===== src/rtl/tdm_pkg.sv =====
// ---------------------------------------------------------------------------
// tdm_pkg : shared state encoding and limits for the TDM bus master
// Rev 1.0
// ---------------------------------------------------------------------------
`default_nettype none

package tdm_pkg;

  typedef enum logic [1:0] {
    IDLE     = 2'd0,
    WARMUP   = 2'd1,
    RUN      = 2'd2,
    STOPPING = 2'd3
  } tdm_master_state_t;

  localparam int SLOT_SCK_DEFAULT = 32;
  localparam int MIN_HALF_PERIOD  = 2;

endpackage

`default_nettype wire


===== src/rtl/tdm_bus_master_if.sv =====
// ---------------------------------------------------------------------------
// tdm_bus_master_if : control/config inputs and TDM bus outputs of the master
// Rev 1.0
// ---------------------------------------------------------------------------
`default_nettype none

interface tdm_bus_master_if #(
  parameter int DIV_W  = 8,
  parameter int WARM_W = 16
);

  logic              enable_in;
  logic [DIV_W-1:0]  half_period_in;
  logic [WARM_W-1:0] warmup_frames_in;
  logic              audio_valid_in;
  logic              sck_out;
  logic              ws_out;
  logic              frame_start_out;
  logic              running_out;
  logic              data_ready_out;
  logic              missed_frame_out;
  logic [15:0]       error_count_out;

  modport master (
    input  enable_in, half_period_in, warmup_frames_in, audio_valid_in,
    output sck_out, ws_out, frame_start_out, running_out, data_ready_out,
           missed_frame_out, error_count_out
  );

  modport slave (
    output enable_in, half_period_in, warmup_frames_in, audio_valid_in,
    input  sck_out, ws_out, frame_start_out, running_out, data_ready_out,
           missed_frame_out, error_count_out
  );

endinterface

`default_nettype wire


===== src/rtl/tdm_sck_divider.sv =====
// ---------------------------------------------------------------------------
// tdm_sck_divider : sck generator, toggles every hp clk_in cycles while run
// Rev 1.0
// ---------------------------------------------------------------------------
`default_nettype none

module tdm_sck_divider #(
  parameter int DIV_W = 8
) (
  input  logic             clk_in,
  input  logic             rst_in,
  input  logic             run,
  input  logic [DIV_W-1:0] hp,
  output logic             sck_out,
  output logic             rise_pulse,
  output logic             fall_pulse
);

  logic [DIV_W-1:0] div_cnt_q, div_cnt_d;
  logic             sck_q, sck_d;
  logic             toggle;

  assign toggle = run && (div_cnt_q == hp - DIV_W'(1));

  always_comb begin
    div_cnt_d = div_cnt_q;
    sck_d     = sck_q;
    if (!run) begin
      div_cnt_d = '0;
      sck_d     = 1'b0;
    end else if (toggle) begin
      div_cnt_d = '0;
      sck_d     = ~sck_q;
    end else begin
      div_cnt_d = div_cnt_q + DIV_W'(1);
    end
  end

  always_ff @(posedge clk_in) begin
    if (rst_in) begin
      div_cnt_q <= '0;
      sck_q     <= 1'b0;
    end else begin
      div_cnt_q <= div_cnt_d;
      sck_q     <= sck_d;
    end
  end

  // Pulses flag the cycle whose closing edge performs the toggle
  assign rise_pulse = toggle && !sck_q;
  assign fall_pulse = toggle && sck_q;
  assign sck_out    = sck_q;

endmodule

`default_nettype wire


===== src/rtl/tdm_bus_master.sv =====
// ---------------------------------------------------------------------------
// tdm_bus_master : TDM sck/ws master with warm-up gating and frame monitor
// Rev 1.0
// ---------------------------------------------------------------------------
`default_nettype none

module tdm_bus_master
  import tdm_pkg::*;
#(
  parameter int SLOTS     = 4,
  parameter int SLOT_SCK  = SLOT_SCK_DEFAULT,
  parameter int FRAME_SCK = SLOTS * SLOT_SCK,
  parameter int DIV_W     = 8,
  parameter int WARM_W    = 16
) (
  input  logic              clk_in,
  input  logic              rst_in,
  tdm_bus_master_if.master  bus
);

  localparam int                BIT_W    = $clog2(FRAME_SCK);
  localparam logic [BIT_W-1:0]  LAST_BIT = BIT_W'(FRAME_SCK - 1);
  localparam logic [DIV_W-1:0]  HP_MIN   = DIV_W'(MIN_HALF_PERIOD);

  localparam logic [1:0] ST_IDLE     = IDLE;
  localparam logic [1:0] ST_WARMUP   = WARMUP;
  localparam logic [1:0] ST_RUN      = RUN;
  localparam logic [1:0] ST_STOPPING = STOPPING;

  logic [1:0]        state_q, state_d;
  logic [DIV_W-1:0]  hp_q, hp_d;
  logic [WARM_W-1:0] warm_q, warm_d;
  logic [WARM_W-1:0] warm_cnt_q, warm_cnt_d;
  logic [BIT_W-1:0]  bit_cnt_q, bit_cnt_d;
  logic              ws_q, ws_d;
  logic              frame_start_q, frame_start_d;
  logic [1:0]        valid_cnt_q, valid_cnt_d;
  logic              first_q, first_d;
  logic              missed_q, missed_d;
  logic [15:0]       err_q, err_d;

  logic run;
  logic sck;
  logic fall_pulse;
  logic sck_rise_unused;
  logic boundary;

  assign run      = (state_q != ST_IDLE);
  assign boundary = fall_pulse && (bit_cnt_q == LAST_BIT);

  tdm_sck_divider #(
    .DIV_W (DIV_W)
  ) u_div (
    .clk_in     (clk_in),
    .rst_in     (rst_in),
    .run        (run),
    .hp         (hp_q),
    .sck_out    (sck),
    .rise_pulse (sck_rise_unused),
    .fall_pulse (fall_pulse)
  );

  always_comb begin
    state_d       = state_q;
    hp_d          = hp_q;
    warm_d        = warm_q;
    warm_cnt_d    = warm_cnt_q;
    bit_cnt_d     = bit_cnt_q;
    ws_d          = ws_q;
    valid_cnt_d   = valid_cnt_q;
    first_d       = first_q;
    err_d         = err_q;
    missed_d      = 1'b0;
    frame_start_d = boundary;

    // ws follows the counter, so it only moves on a falling sck toggle
    if (fall_pulse) begin
      bit_cnt_d = boundary ? '0 : bit_cnt_q + BIT_W'(1);
      ws_d      = (bit_cnt_d == LAST_BIT);
    end

    case (state_q)
      ST_IDLE: begin
        bit_cnt_d   = '0;
        ws_d        = 1'b0;
        warm_cnt_d  = '0;
        valid_cnt_d = '0;
        if (bus.enable_in) begin
          hp_d    = (bus.half_period_in < HP_MIN) ? HP_MIN : bus.half_period_in;
          warm_d  = bus.warmup_frames_in;
          first_d = 1'b1;
          state_d = (bus.warmup_frames_in == '0) ? ST_RUN : ST_WARMUP;
        end
      end

      ST_WARMUP: begin
        if (!bus.enable_in) begin
          state_d = ST_STOPPING;
        end else if (boundary) begin
          if (warm_cnt_q + WARM_W'(1) == warm_q) begin
            state_d     = ST_RUN;
            first_d     = 1'b1;
            valid_cnt_d = '0;
          end else begin
            warm_cnt_d = warm_cnt_q + WARM_W'(1);
          end
        end
      end

      ST_RUN: begin
        if (boundary) begin
          if (!first_q && valid_cnt_q != 2'd1) begin
            missed_d = 1'b1;
            if (err_q != 16'hFFFF) err_d = err_q + 16'd1;
          end
          first_d = 1'b0;
          // A strobe on the boundary cycle belongs to the frame just starting
          valid_cnt_d = {1'b0, bus.audio_valid_in};
        end else if (bus.audio_valid_in && valid_cnt_q != 2'd3) begin
          valid_cnt_d = valid_cnt_q + 2'd1;
        end
        if (!bus.enable_in) state_d = ST_STOPPING;
      end

      ST_STOPPING: begin
        if (boundary) state_d = ST_IDLE;
      end

      default: state_d = ST_IDLE;
    endcase
  end

  always_ff @(posedge clk_in) begin
    if (rst_in) begin
      state_q       <= ST_IDLE;
      hp_q          <= HP_MIN;
      warm_q        <= '0;
      warm_cnt_q    <= '0;
      bit_cnt_q     <= '0;
      ws_q          <= 1'b0;
      frame_start_q <= 1'b0;
      valid_cnt_q   <= '0;
      first_q       <= 1'b0;
      missed_q      <= 1'b0;
      err_q         <= '0;
    end else begin
      state_q       <= state_d;
      hp_q          <= hp_d;
      warm_q        <= warm_d;
      warm_cnt_q    <= warm_cnt_d;
      bit_cnt_q     <= bit_cnt_d;
      ws_q          <= ws_d;
      frame_start_q <= frame_start_d;
      valid_cnt_q   <= valid_cnt_d;
      first_q       <= first_d;
      missed_q      <= missed_d;
      err_q         <= err_d;
    end
  end

  assign bus.sck_out          = sck;
  assign bus.ws_out           = ws_q;
  assign bus.frame_start_out  = frame_start_q;
  assign bus.running_out      = (state_q != ST_IDLE);
  assign bus.data_ready_out   = (state_q == ST_RUN);
  assign bus.missed_frame_out = missed_q;
  assign bus.error_count_out  = err_q;

endmodule

`default_nettype wire


===== src/flat_wrapper.sv =====
// flat-port wrapper written by rule: the top's interface ports become plain ports
module tdm_bus_master_flat import tdm_pkg::*;
#(
  parameter int SLOTS     = 4,
  parameter int SLOT_SCK  = SLOT_SCK_DEFAULT,
  parameter int FRAME_SCK = SLOTS * SLOT_SCK,
  parameter int DIV_W     = 8,
  parameter int WARM_W    = 16
)
  (clk_in, rst_in, bus_enable_in, bus_half_period_in, bus_warmup_frames_in, bus_audio_valid_in, bus_sck_out, bus_ws_out, bus_frame_start_out, bus_running_out, bus_data_ready_out, bus_missed_frame_out, bus_error_count_out);
  tdm_bus_master_if #(.DIV_W(DIV_W), .WARM_W(WARM_W)) bus_i ();
  input  logic clk_in;
  input  logic rst_in;
  input wire logic [$bits(bus_i.enable_in)-1:0] bus_enable_in;
  input wire logic [$bits(bus_i.half_period_in)-1:0] bus_half_period_in;
  input wire logic [$bits(bus_i.warmup_frames_in)-1:0] bus_warmup_frames_in;
  input wire logic [$bits(bus_i.audio_valid_in)-1:0] bus_audio_valid_in;
  output wire logic [$bits(bus_i.sck_out)-1:0] bus_sck_out;
  output wire logic [$bits(bus_i.ws_out)-1:0] bus_ws_out;
  output wire logic [$bits(bus_i.frame_start_out)-1:0] bus_frame_start_out;
  output wire logic [$bits(bus_i.running_out)-1:0] bus_running_out;
  output wire logic [$bits(bus_i.data_ready_out)-1:0] bus_data_ready_out;
  output wire logic [$bits(bus_i.missed_frame_out)-1:0] bus_missed_frame_out;
  output wire logic [$bits(bus_i.error_count_out)-1:0] bus_error_count_out;
  assign bus_i.enable_in = bus_enable_in;
  assign bus_i.half_period_in = bus_half_period_in;
  assign bus_i.warmup_frames_in = bus_warmup_frames_in;
  assign bus_i.audio_valid_in = bus_audio_valid_in;
  assign bus_sck_out = bus_i.sck_out;
  assign bus_ws_out = bus_i.ws_out;
  assign bus_frame_start_out = bus_i.frame_start_out;
  assign bus_running_out = bus_i.running_out;
  assign bus_data_ready_out = bus_i.data_ready_out;
  assign bus_missed_frame_out = bus_i.missed_frame_out;
  assign bus_error_count_out = bus_i.error_count_out;
  tdm_bus_master #(.SLOTS(SLOTS), .SLOT_SCK(SLOT_SCK), .FRAME_SCK(FRAME_SCK), .DIV_W(DIV_W), .WARM_W(WARM_W)) u_core (.clk_in(clk_in), .rst_in(rst_in), .bus(bus_i));
endmodule

===== config.mk =====
export PLATFORM = sky130hd
export DESIGN_NAME = tdm_bus_master_flat
export DESIGN_NICKNAME = d
export VERILOG_FILES = /design/src/rtl/tdm_pkg.sv /design/src/rtl/tdm_bus_master_if.sv /design/src/rtl/tdm_sck_divider.sv /design/src/rtl/tdm_bus_master.sv /design/src/flat_wrapper.sv
export SDC_FILE = /design/constraint.sdc
export NUM_CORES = 1
export LEC_CHECK = 0
export ABC_AREA = 1
export BUFFER_PORTS_ARGS = -buffer_cell sky130_fd_sc_hd__buf_2
export CORE_ASPECT_RATIO = 0.75
export CORE_MARGIN = 3
export CORE_UTILIZATION = 60
export DETAILED_ROUTE_END_ITERATION = 12
export PLACE_DENSITY = 0.81
export SETUP_SLACK_MARGIN = 0.02
export SYNTH_ARGS = -nofsm -noshare
export SYNTH_HDL_FRONTEND = slang
export SYNTH_SLANG_ARGS = --single-unit

===== constraint.sdc =====
create_clock -name clk_in -period 3.35 [get_ports clk_in]
set_input_delay 0.8375 -clock clk_in [delete_from_list [all_inputs] [get_ports clk_in]]
set_output_delay 0.8375 -clock clk_in [all_outputs]
set_load 0.01 [all_outputs]

**Yosys cells after proc, flatten, opt, wreduce, memory -nomap -nowiden**

Cells that the tools add are included.

- $add $sub $neg: 6
- Order comparisons: 1
- Equal/unequal tests: 21
- Multiplexer cells: 27
- Bitwise gates (word level): 4
- Reduce and logical (&&, ||, !) cells: 21

Operators with widths:

| cell | number |
|---|---|
| two-way mux 16 bit | 3 |
| adder 16 x 1 -> 16 bit, second input constant | 2 |
| one-hot mux 16 bit (2 select lines) | 1 |
| two-way mux 2 bit | 12 |
| == test 16 bit | 1 |
| zero test 16 bit | 1 |
| inequality test 16 bit, second input constant | 1 |
| == test 7 bit, second input constant | 2 |
| inequality test 2 x 1 -> 1 bit, second input constant | 5 |
| inequality test 2 bit, second input constant | 5 |
| AND reduction 5 bit | 2 |
| adder 8 x 1 -> 8 bit, second input constant | 1 |
| == test 8 bit | 1 |
| < comparator 8 x 2 -> 1 bit, second input constant | 1 |
| two-way mux 8 bit | 1 |
| one-hot mux 2 bit (4 select lines) | 1 |
| AND reduction 4 bit | 2 |
| subtractor 8 x 1 -> 8 bit, second input constant | 1 |
| adder 7 x 1 -> 7 bit, second input constant | 1 |
| two-way mux 7 bit | 1 |
| two-way mux 1 bit | 6 |
| inequality test 3 x 2 -> 1 bit, second input constant | 2 |
| one-hot mux 2 bit (3 select lines) | 1 |
| AND reduction 6 bit | 1 |
| 14 further kinds | 25 |

- Bits in registers: 80
- Input bits: 28
- Output and inout port bits: 22
- Word-level logic and storage cells: 93

**Longest topological paths before layout**

Gate-level depths: netlist of run 1.

- Depth after elaboration: 8
- Gate-level depth with buffers: 18
- Mapped depth without buffers: 18

**Cells and area by module**

A second synthesis of run 1 with hierarchy kept.

- Cells, all modules: 723
- Area, all modules: 4642.0 µm²

By module, submodules not included:

| module | times used | cells an instance | area an instance (µm²) | seq. area each (µm²) |
|---|---|---|---|---|
| tdm_bus_master | 1 | 605 | 3950.0 | 1421.4 |
| tdm_sck_divider | 1 | 118 | 691.9 | 180.2 |

**Least setup slack after synthesis of run 1**

Ideal clock, no wire load.

- Path type: flip-flop to flip-flop
- Start: register u_core.hp_q[0]
- End: register u_core.warm_cnt_q[2]
- Arrival time: 2214 ps
- Required time: 3235 ps
- Setup slack: 1021 ps
- Stages on the path, launching flop included: 16
- Buffers on the path: 1
- Period minus slack after synthesis: 2329 ps
- Path through: dfxtp_1 -> inv_1 -> ha_1 -> nand2_1 -> inv_1 -> nor2_1 -> nand3_1 -> nor2_1 -> nand3_1 -> nor2_1 -> nand4_2 -> o21ai_2 -> clkbuf_8 -> nand3_2 -> nand2_1 -> nor2_1

- Longest elaborated chain between the ends: 7

Ends and longest elaborated chain:

| item | line | source |
|---|---|---|
| start, declared | tdm_bus_master.sv:31 | `logic [DIV_W-1:0] hp_q, hp_d;` |
| start signal, assigned | tdm_bus_master.sv:148 | `hp_q <= hp_d;` |
| subtractor 8 x 1 -> 8 bit | tdm_sck_divider.sv:23 | `assign toggle = run && (div_cnt_q == hp - DIV_W'(1));` |
| == test 8 bit | tdm_sck_divider.sv:23 |  |
| logical AND 1 bit | tdm_sck_divider.sv:23 |  |
| logical AND 1 bit | tdm_sck_divider.sv:51 | `assign fall_pulse = toggle && sck_q;` |
| logical AND 1 bit | tdm_bus_master.sv:49 | `assign boundary = fall_pulse && (bit_cnt_q == LAST_BIT);` |
| inequality test 2 x 1 -> 1 bit (no source line) | n/a |  |
| AND reduction 4 bit (no source line) | n/a |  |
| end signal, assigned | tdm_bus_master.sv:150 | `warm_cnt_q <= warm_cnt_d;` |
| end, declared | tdm_bus_master.sv:33 | `logic [WARM_W-1:0] warm_cnt_q, warm_cnt_d;` |

No other way between the ends.
A chain may end at the register's enable or synchronous reset.

**Final worst setup path of run 1**

- Start: register u_core.hp_q[0]
- End: register u_core.err_q[14], in the netlist u_core.bus.error_count_out[14]

- Longest elaborated chain between the ends: 6

Ends and longest elaborated chain:

| item | line | source |
|---|---|---|
| subtractor 8 x 1 -> 8 bit | tdm_sck_divider.sv:23 |  |
| == test 8 bit | tdm_sck_divider.sv:23 |  |
| logical AND 1 bit | tdm_sck_divider.sv:23 |  |
| logical AND 1 bit | tdm_sck_divider.sv:51 |  |
| logical AND 1 bit | tdm_bus_master.sv:49 |  |
| AND reduction 4 bit (no source line) | n/a |  |
| end signal, assigned | tdm_bus_master.sv:157 | `err_q <= err_d;` |
| end, declared | tdm_bus_master.sv:40 | `logic [15:0] err_q, err_d;` |

No other way between the ends.

==> results by group, run 1 <==
Clock network
  – Cts bufs inserted: 9
  – CTS max path bufs: 2
  – # clock sinks: 80
  – Cts repair resizes: 0
  – H-Tree Level Count: 3
  – Worst-path clk slew: 60 ps
  – CTS tree: yes
  – Hold Buf Count CTS: 0
  – Clk Latency, worst-skew pair: 350 ps
  – Setup bufs post-CTS: 0
  – Root Driver: clkbuf_16

Synth
  – Yosys reg bits: 80
  – Synth warn: 0
  – Post-synthesis async set-or-reset flop share: 0%
  – Post-synth top area cell: dfxtp_1
  – Top_reg_cell synth: dfxtp_1
  – Post-synthesis cell count: 807
  – Syn avg cell area: 6.47 um^2
  – Sequential share of the synthesized area: 30.7%
  – Syn Nets: 847
  – Synthesized area: 5220 um^2
  – EDFF count, synth: 0
  – Commonest cells post-synth: 193 x nand2_1, 104 x inv_1, 101 x nor2_1
  – Synth area leaders: dfxtp_1 31%, nand2_1 14%, nand3_1 8.2%
  – Yosys top cell area share: 30.7%
  – Synth unique cells: 43
  – Top-count cell post-synth: nand2_1

Critical path
  – Reg2Reg Setup Slack: 500 ps
  – Crit. End Element: flip-flop
  – Reg2reg start: u_core.hp_q[0]$_SDFFE_PP0P_
  – Max FO, Critical Path: 9
  – Worst Path Required: 3590 ps
  – Worst setup path category: reg2reg
  – Worst setup SP type: flip-flop
  – Crit path DAT: 3100 ps
  – R2r worst-path depth: 16
  – Critical path origin: u_core.hp_q[0]$_SDFFE_PP0P_
  – R2R Path End: u_core.bus.error_count_out[14]$_SDFFE_PP0P_
  – Critical Path End: u_core.bus.error_count_out[14]$_SDFFE_PP0P_

GRT
  – Initial antenna violation count: 0
  – First-pass GRT wire length: 22.7 mm
  – Grt total ovfl: 0
  – Vias in the first global route: 4968
  – Total GRT Usage: 28.2%
  – Largest net degree at the start of global routing: 40

Routing
  – Detailed-route via count: 5384
  – Count of antenna-violating nets left after detailed routing: 0
  – DRT iter0 DRCs: 422
  – Drt wl/cell: 13.9 um
  – Routed WL: 13.4 mm
  – Router iterations before antenna repair: 7
  – Vias per std cell: 5.60
  – DRC violations left: 0

Timing
  – Setup Viol. Count Final: 0
  – Max_slew headroom: 41.1%
  – Final Hold Fails: 0
  – Clock Skews: 8.47 ps
  – Final period util: 85.2%
  – Fin Setup TNS: 0 ps
  – Period minus WS final: 2850 ps
  – Peak Freq: 350 MHz
  – RSZ-0062 raised after global routing: false
  – Slew Limit Fails: 0
  – Worst-Margin Slew: 884 ps

Floorplanning
  – Die H: 86.8 um
  – I/O pin count: 50
  – # rows: 28
  – Core area: 8160 um^2
  – DIE AREA: 9870 um^2
  – Die width: 114 um
  – Starting Density: 63.9%

Layout
  – P&R area growth vs syn: 11.3%
  – Final instance count without filler cells: 962
  – Fin nets: 892
  – Antenna cells: 0
  – Share of cells above drive strength 1: 13.7%

Power and ir drop
  – LEAKAGE: 2.64 nW
  – Pwr dens: 698 nW/um^2
  – Worst vdd ir: 0.435 mV

Flow run
  – Max-cap check violation count: 0

Place
  – Final Wtd Congestion: 0.943
  – Post-DP HPWL: 9.77 mm
  – IO buf count: 49
  – Dpl cells: 946

Hold path
  – Type of the worst min-delay path: reg2reg

Status
  – Status: completed
## logic make-up after synthesis
kind of cell	after synthesis	synth area share, %
XOR/XNOR	15	2.52
buffers and inverters	124	10.5
AO/OA/AOI/OAI	108	11.4
flip-flops	80	30.7
adder cells (fa/ha/maj)	12	2.88
AND/OR/NAND/NOR	468	42.0
## cell usage in the layout, fill, tap and decap left out, types with 3 or more instances in the layout
cell       instances
nand2_1          193
inv_1            104
nor2_1           101
nand3_1           86
dfxtp_1           80
a21oi_1           54
buf_2             49
o21ai_0           36
nand3_2           16
nand4_1           15
ha_1              12
nor3_1            11
nand2_2           10
xor2_1            10
clkbuf_16          9
nor4_1             8
nor2_4             5
xnor2_1            5
nand3b_1           4
o22ai_1            4
buf_4              4
nand2_4            3
or2_2              3
nor2_2             3
nor3b_1            3
o21ai_2            3
bufinv_16          3
## power by group
part           switching, mW  internal (mW)
clock network          0.401          0.725
registers              0.185           1.12
logic                   1.05          0.578
## sequential cells by signal, indices dropped and copies added (netlist names)
name and flops:
u_core.first_q 1, u_core.warm_q 16, u_core.bus.error_count_out 16, u_core.valid_cnt_q 2, u_core.u_div.div_cnt_q 8, u_core.bus.frame_start_out 1, u_core.warm_cnt_q 16, u_core.bit_cnt_q 7
u_core.hp_q 8, u_core.bus.ws_out 1, u_core.bus.missed_frame_out 1, u_core.u_div.sck_out 1, u_core.state_q 2
## critical path, cell delays in order, from the launching register on
cell and delay [ps]:
dfxtp_1 360, inv_1 110, ha_1 320, nand2_1 80, inv_1 40, nor2_1 110, nand3_1 110, nor2_1 110
nand3_1 80, nor2_1 180, nand4_2 260, nor2_1 230, nand2_1 220, nor2_2 240, nand4_1 140, nand2_1 100
nor2_1 50
## metrics by stage
stage / util, % / power, mW / hold WS [ps] / instance area (um^2) / worst slack [ps]
detailed placement: 67.0 / 2.90 / 468 / 5470 / 638
floorplan: - / 2.64 / 421 / 5220 / 1020
global placement: 67.0 / 2.83 / 461 / 5470 / 777
CTS: 71.2 / 4.02 / 476 / 5810 / 575
finish: 71.2 / 4.06 / 472 / 5810 / 497
global route: 71.2 / 4.34 / 481 / 5810 / 154
## worst min-delay path by stage
stage / startpoint / cells past startpoint / endpoint
final: u_core.warm_q[7]$_SDFFE_PP0P_ / 2 / u_core.warm_q[7]$_SDFFE_PP0P_
after global placement: u_core.warm_q[2]$_SDFFE_PP0P_ / 2 / u_core.warm_q[2]$_SDFFE_PP0P_
after CTS: u_core.warm_q[7]$_SDFFE_PP0P_ / 2 / u_core.warm_q[7]$_SDFFE_PP0P_
after detailed placement: u_core.warm_q[7]$_SDFFE_PP0P_ / 2 / u_core.warm_q[7]$_SDFFE_PP0P_
after floorplan: u_core.first_q$_SDFFE_PP0P_ / 1 / u_core.bus.missed_frame_out$_SDFF_PP0_
after global routing: u_core.warm_q[2]$_SDFFE_PP0P_ / 2 / u_core.warm_q[2]$_SDFFE_PP0P_
## area by class of cell
cell class / count / area, um^2
Sequential cell: 80 / 1600
Multi-Input combinational cell: 603 / 3070
Clock buffer: 10 / 229
Fill cell: 701 / 2350
Tap cell: 105 / 131
Clock inverter: 6 / 108
Timing Repair Buffer: 53 / 275
Inverter: 105 / 394
## metal layers
metal / track usage, % / routed length, um
met1: 38.4 / 6010
met2: 44.4 / 5970
met4: 9.06 / 227
met5: 0 / 0
met3: 6.42 / 1200
Power figures use the tool's default switching activity.
==> inputs of run 2 (changes only) <==
--- a/config.mk
+++ b/config.mk
@@ -7,11 +7,11 @@
 export LEC_CHECK = 0
 export ABC_AREA = 1
 export BUFFER_PORTS_ARGS = -buffer_cell sky130_fd_sc_hd__buf_2
-export CORE_ASPECT_RATIO = 0.75
+export CORE_ASPECT_RATIO = 1.5
 export CORE_MARGIN = 3
-export CORE_UTILIZATION = 60
+export CORE_UTILIZATION = 50
 export DETAILED_ROUTE_END_ITERATION = 12
-export PLACE_DENSITY = 0.81
+export PLACE_DENSITY = 0.69
 export SETUP_SLACK_MARGIN = 0.02
 export SYNTH_ARGS = -nofsm -noshare
 export SYNTH_HDL_FRONTEND = slang
==> constraint.sdc (replaced) <==
create_clock -name clk_in -period 3.55 [get_ports clk_in]
set_input_delay 0.8875 -clock clk_in [delete_from_list [all_inputs] [get_ports clk_in]]
set_output_delay 0.8875 -clock clk_in [all_outputs]
set_load 0.01 [all_outputs]
==> results by group, run 2 (synthesis gave the netlist of run 1 again) <==
Critical path
  – Worst path bufs/invs: 3
  – Worst setup path category: reg2reg
  – Crit. End Element: flip-flop
  – Worst Path Required: 3790 ps
  – Max FO, Critical Path: 32
  – Critical path origin: u_core.hp_q[0]$_SDFFE_PP0P_
  – Crit path DAT: 2940 ps
  – Largest stage delay, worst path: 380 ps
  – Crit path top cell by count: nor2_1
  – Slowest stage cell, crit path: buf_4
  – Worst path cell trace: inv_1, ha_1, nand2_1, inv_1, nor2_1, nand3_1, nor2_1, nand3_1, nor2_1, nand4_2, o21ai_2, buf_4, nand3_2, nand2_1, nor2_1
  – Crit-path leading delay family: simple AND/OR/NAND/NOR gates
  – Reg2reg start: u_core.hp_q[0]$_SDFFE_PP0P_
  – Worst setup SP type: flip-flop

Power and ir drop
  – Int Power: 2.25 mW
  – Pwr dens: 649 nW/um^2
  – Clock power share: 27.0%
  – Pwr Total: 3.78 mW
  – Psw: 1.54 mW
  – LEAKAGE: 2.64 nW
  – Logic pwr share: 40.4%
  – Sw Ratio: 40.6%
  – Worst vdd ir: 0.386 mV
  – Sequential cell fraction of total power: 32.6%

Floorplanning
  – # rows: 45
  – I/O pin count: 50
  – Die H: 131 um
  – Die width: 89.4 um
  – Core area: 10100 um^2
  – DIE AREA: 11700 um^2
  – Starting Density: 51.5%

Clock network
  – CTS max path bufs: 2
  – Hold Buf Count CTS: 0
  – Root Driver: clkbuf_16
  – Clk Latency, worst-skew pair: 350 ps
  – H-Tree Level Count: 3
  – Cts repair resizes: 0
  – # clock sinks: 80
  – Worst-path clk slew: 60 ps
  – Cts bufs inserted: 9
  – Setup bufs post-CTS: 0
  – CTS tree: yes

Layout
  – Most common cell after layout, fill and taps aside: nand2_1
  – Fill cell count: 1029
  – Antenna cells: 0
  – FF+latch area: 1600 um^2
  – Commonest cells after routing, fill and taps aside: 193 x nand2_1, 104 x inv_1, 101 x nor2_1
  – Share of cells above drive strength 1: 13.7%
  – Multi-input gate area: 3070 um^2
  – Fin nets: 894
  – P&R area growth vs syn: 11.6%

GRT
  – Initial antenna violation count: 0
  – First-pass GRT wire length: 22.3 mm
  – Grt total ovfl: 0
  – Total GRT Usage: 23.9%
  – Vias in the first global route: 4981
  – Largest net degree at the start of global routing: 33

Routing
  – Detailed-route via count: 5288
  – DRC violations left: 0
  – Vias per std cell: 5.42
  – Count of antenna-violating nets left after detailed routing: 0
  – Drt wl/cell: 14.2 um
  – DRT iter0 DRCs: 226
  – Routed WL: 13.9 mm
  – Router iterations before antenna repair: 4

Timing
  – Final Hold Fails: 0
  – Max_slew headroom: 41.8%
  – Final period util: 76.1%
  – Period minus WS final: 2700 ps
  – Worst-Margin Slew: 873 ps
  – RSZ-0062 raised after global routing: false
  – Slew Limit Fails: 0
  – Fin Setup TNS: 0 ps
  – Setup Viol. Count Final: 0
  – Peak Freq: 370 MHz
  – Clock Skews: 9.48 ps

Flow run
  – Max-cap check violation count: 0

Hold path
  – HP Start: u_core.first_q$_SDFFE_PP0P_
  – Type of the worst min-delay path: reg2reg

Place
  – IO buf count: 49
  – Post-DP HPWL: 10.8 mm
  – Final Wtd Congestion: 0.927

Status
  – Status: completed
-- run 2: cell count changes in the layout (fill, tap and decap cells not counted) --
cell / before / now
buf_4: 4 / 6
inv_6: 0 / 1
clkbuf_8: 0 / 1
bufinv_16: 3 / 2
clkinv_2: 2 / 0
clkbuf_1: 1 / 2
-- run 2: worst paths after layout --
path	endpoint	slack, ps	cells past startpoint
max	u_core.warm_cnt_q[5]$_SDFFE_PP0P_	850	15
min	u_core.bus.missed_frame_out$_SDFF_PP0_	470	1
max reg2reg	u_core.warm_cnt_q[5]$_SDFFE_PP0P_	850	15
min reg2reg	u_core.bus.missed_frame_out$_SDFF_PP0_	470	1
-- run 2: cell type report --
type	instances	area share [%]
inverters	105	6.77
well taps	117	2.51
clock buffers	12	4.23
flip-flops and latches	80	27.5
repair buffers	55	4.98
multi-input cells	603	52.7
clock inverters	4	1.31
-- run 2: per-layer routing --
metal	part of all wire (%)	wire, um	track usage (%)
met1	38	5340	24.6
met2	54	7570	44.5
met3	3.1	428	4.58
met4	4.0	555	10.8
met5	0	0	0
-- run 2: power by group through the flow --
stage / combinational, mW / clock [mW] / sequential (mW)
finish: 1.53 / 1.02 / 1.23
global route: 1.74 / 1.07 / 1.25
CTS: 1.53 / 1.04 / 1.23
detailed placement: 1.52 / 0 / 1.25
global placement: 1.47 / 0 / 1.24
floorplan: 1.30 / 0 / 1.19
-- run 2: metrics by stage --
step | setup slack, ps | area [um^2] | util [%] | hold slack, ps | instances
floorplan | 1220 | 5220 | - | 421 | 807
detailed placement | 869 | 5500 | 54.3 | 472 | 960
global placement | 960 | 5500 | 54.3 | 460 | 960
global route | 491 | 5820 | 57.5 | 501 | 976
CTS | 842 | 5820 | 57.5 | 480 | 976
finish | 848 | 5820 | 57.5 | 474 | 976
==> inputs of run 3 (changes only) <==
==> constraint.sdc (replaced) <==
create_clock -name clk_in -period 2.6 [get_ports clk_in]
set_input_delay 0.65 -clock clk_in [delete_from_list [all_inputs] [get_ports clk_in]]
set_output_delay 0.65 -clock clk_in [all_outputs]
set_load 0.01 [all_outputs]
==> results by group, run 3 (synthesis gave the netlist of run 1 again) <==
Status
  – Status: completed

GRT
  – Largest net degree at the start of global routing: 46
  – Vias in the first global route: 5100
  – Total GRT Usage: 24.1%
  – Grt total ovfl: 0
  – Initial antenna violation count: 0
  – First-pass GRT wire length: 22.5 mm

Layout
  – Most common cell after layout, fill and taps aside: nand2_1
  – P&R area growth vs syn: 15.7%
  – FF+latch area: 1610 um^2
  – Commonest cells after routing, fill and taps aside: 192 x nand2_1, 102 x inv_1, 93 x nor2_1
  – Fill cell count: 956
  – Antenna cells: 0
  – Fin nets: 901
  – Multi-input gate area: 3150 um^2
  – Share of cells above drive strength 1: 17.0%

Timing
  – Setup Viol. Count Final: 0
  – Max_slew headroom: 60.4%
  – Fin Setup TNS: 0 ps
  – Final Hold Fails: 0
  – Final period util: 93.0%
  – Worst-Margin Slew: 594 ps
  – Worst Slack Setup Final: 181 ps
  – Peak Freq: 413 MHz
  – Clock Skews: 7.74 ps
  – RSZ-0062 raised after global routing: false
  – Period minus WS final: 2420 ps
  – Slew Limit Fails: 0

Floorplanning
  – DIE AREA: 11700 um^2
  – # rows: 45
  – Die H: 131 um
  – Die width: 89.4 um
  – Core area: 10100 um^2
  – I/O pin count: 50
  – Starting Density: 51.5%

Flow run
  – Max-cap check violation count: 0

Routing
  – Drt wl/cell: 14.2 um
  – Router iterations before antenna repair: 5
  – DRT iter0 DRCs: 291
  – Routed WL: 14.0 mm
  – Count of antenna-violating nets left after detailed routing: 0
  – Vias per std cell: 5.51
  – Detailed-route via count: 5413
  – DRC violations left: 0

Clock network
  – Clk Latency, worst-skew pair: 350 ps
  – H-Tree Level Count: 3
  – CTS max path bufs: 2
  – # clock sinks: 80
  – Root Driver: clkbuf_16
  – CTS tree: yes
  – Cts bufs inserted: 9
  – Worst-path clk slew: 60 ps

Power and ir drop
  – Pwr dens: 904 nW/um^2
  – LEAKAGE: 2.72 nW
  – Worst vdd ir: 0.568 mV

Place
  – Final Wtd Congestion: 0.916
  – IO buf count: 49
  – Post-DP HPWL: 10.4 mm
  – Worst Setup Slack post-DPL: 11.8 ps

Critical path
  – Worst setup SP type: flip-flop
  – Crit. End Element: flip-flop
  – Worst path cell trace: inv_2, ha_4, nand2_1, inv_1, nor2_2, nand3_2, nor2_1, nand3_1, nor2_2, nand4_4, o21ai_4, o21ai_2, nor2_2, nand2_1, nand2_1, nor2_1
  – Worst Path Required: 2840 ps
  – Crit path DAT: 2660 ps
  – Largest stage delay, worst path: 350 ps
  – Worst setup path category: reg2reg
  – Max FO, Critical Path: 4
  – Slowest stage cell, crit path: dfxtp_4
  – R2r worst-path depth: 16
  – Worst path bufs/invs: 2
  – CP Depth: 16
  – Crit-path leading delay family: simple AND/OR/NAND/NOR gates

Hold path
  – Type of the worst min-delay path: reg2reg
  – WHS Path Cells: 2
run 3: cell types whose count changed in the layout (fill, tap and decap cells not counted), moves of 3 or more:
cell,change
dfxtp_2,+5
nor2_2,+6
nor2_1,-8
dfxtp_1,-6
buf_12,+3
run 3: tightest hold or removal path: stages (launching register included):
cell and delay [ps]:
dfxtp_1 310, nand3_1 70, nand2_1 50
run 3: per-layer routing:
layer  track usage, %  up-vias  routed length (um)
met5                0        -                   0
met2             43.0      136                7420
met4             13.4        0                 631
met1             25.8     2502                5400
met3             3.76       46                 519
li1                 -     2729                   -
run 3: worst paths after layout:
kind                                   from                                 end  slack [ps]
max             u_core.hp_q[0]$_SDFFE_PP0P_  u_core.valid_cnt_q[0]$_SDFFE_PP0P_         180
min          u_core.bus.ws_out$_SDFFE_PP0P_      u_core.bus.ws_out$_SDFFE_PP0P_         470
max reg2reg     u_core.hp_q[0]$_SDFFE_PP0P_  u_core.valid_cnt_q[0]$_SDFFE_PP0P_         180
min reg2reg  u_core.bus.ws_out$_SDFFE_PP0P_      u_core.bus.ws_out$_SDFFE_PP0P_         470
run 3: power by group:
part / internal [mW] / switching (mW) / leakage, nW
logic: 0.867 / 1.42 / 1.89
clock network: 0.939 / 0.542 / 0.166
registers: 1.45 / 0.248 / 0.656
run 3: cell type report:
class,instances,area share (%)
clock buffer,9,3.73
clock inverter,7,1.99
inverter,105,6.52
multi-input combinational,603,52.2
sequential,80,26.7
tap,117,2.42
timing repair buffer,62,6.48
run 3: what timing repair did:
action,in CTS,in global routing
endpoints found under the setup margin,4,32
setup buffers,0,1
gates resized for setup,1,33
hold buffers,0,0
pin swaps,0,10
run 3: through the flow:
| stage | hold WS (ps) | std cells | power, mW | util (%) | instance area, um^2 |
|---|---|---|---|---|---|
| 4_1_cts | 473 | 982 | 5.35 | 58.4 | 5920 |
| 2_1_floorplan | 421 | 807 | 3.40 | - | 5220 |
| 3_3_place_gp | 462 | 966 | 3.79 | 55.0 | 5570 |
| 5_1_grt | 494 | 983 | 5.85 | 59.6 | 6040 |
| 3_5_place_dp | 461 | 966 | 3.86 | 55.0 | 5570 |
| 6_report | 473 | 983 | 5.46 | 59.6 | 6040 |
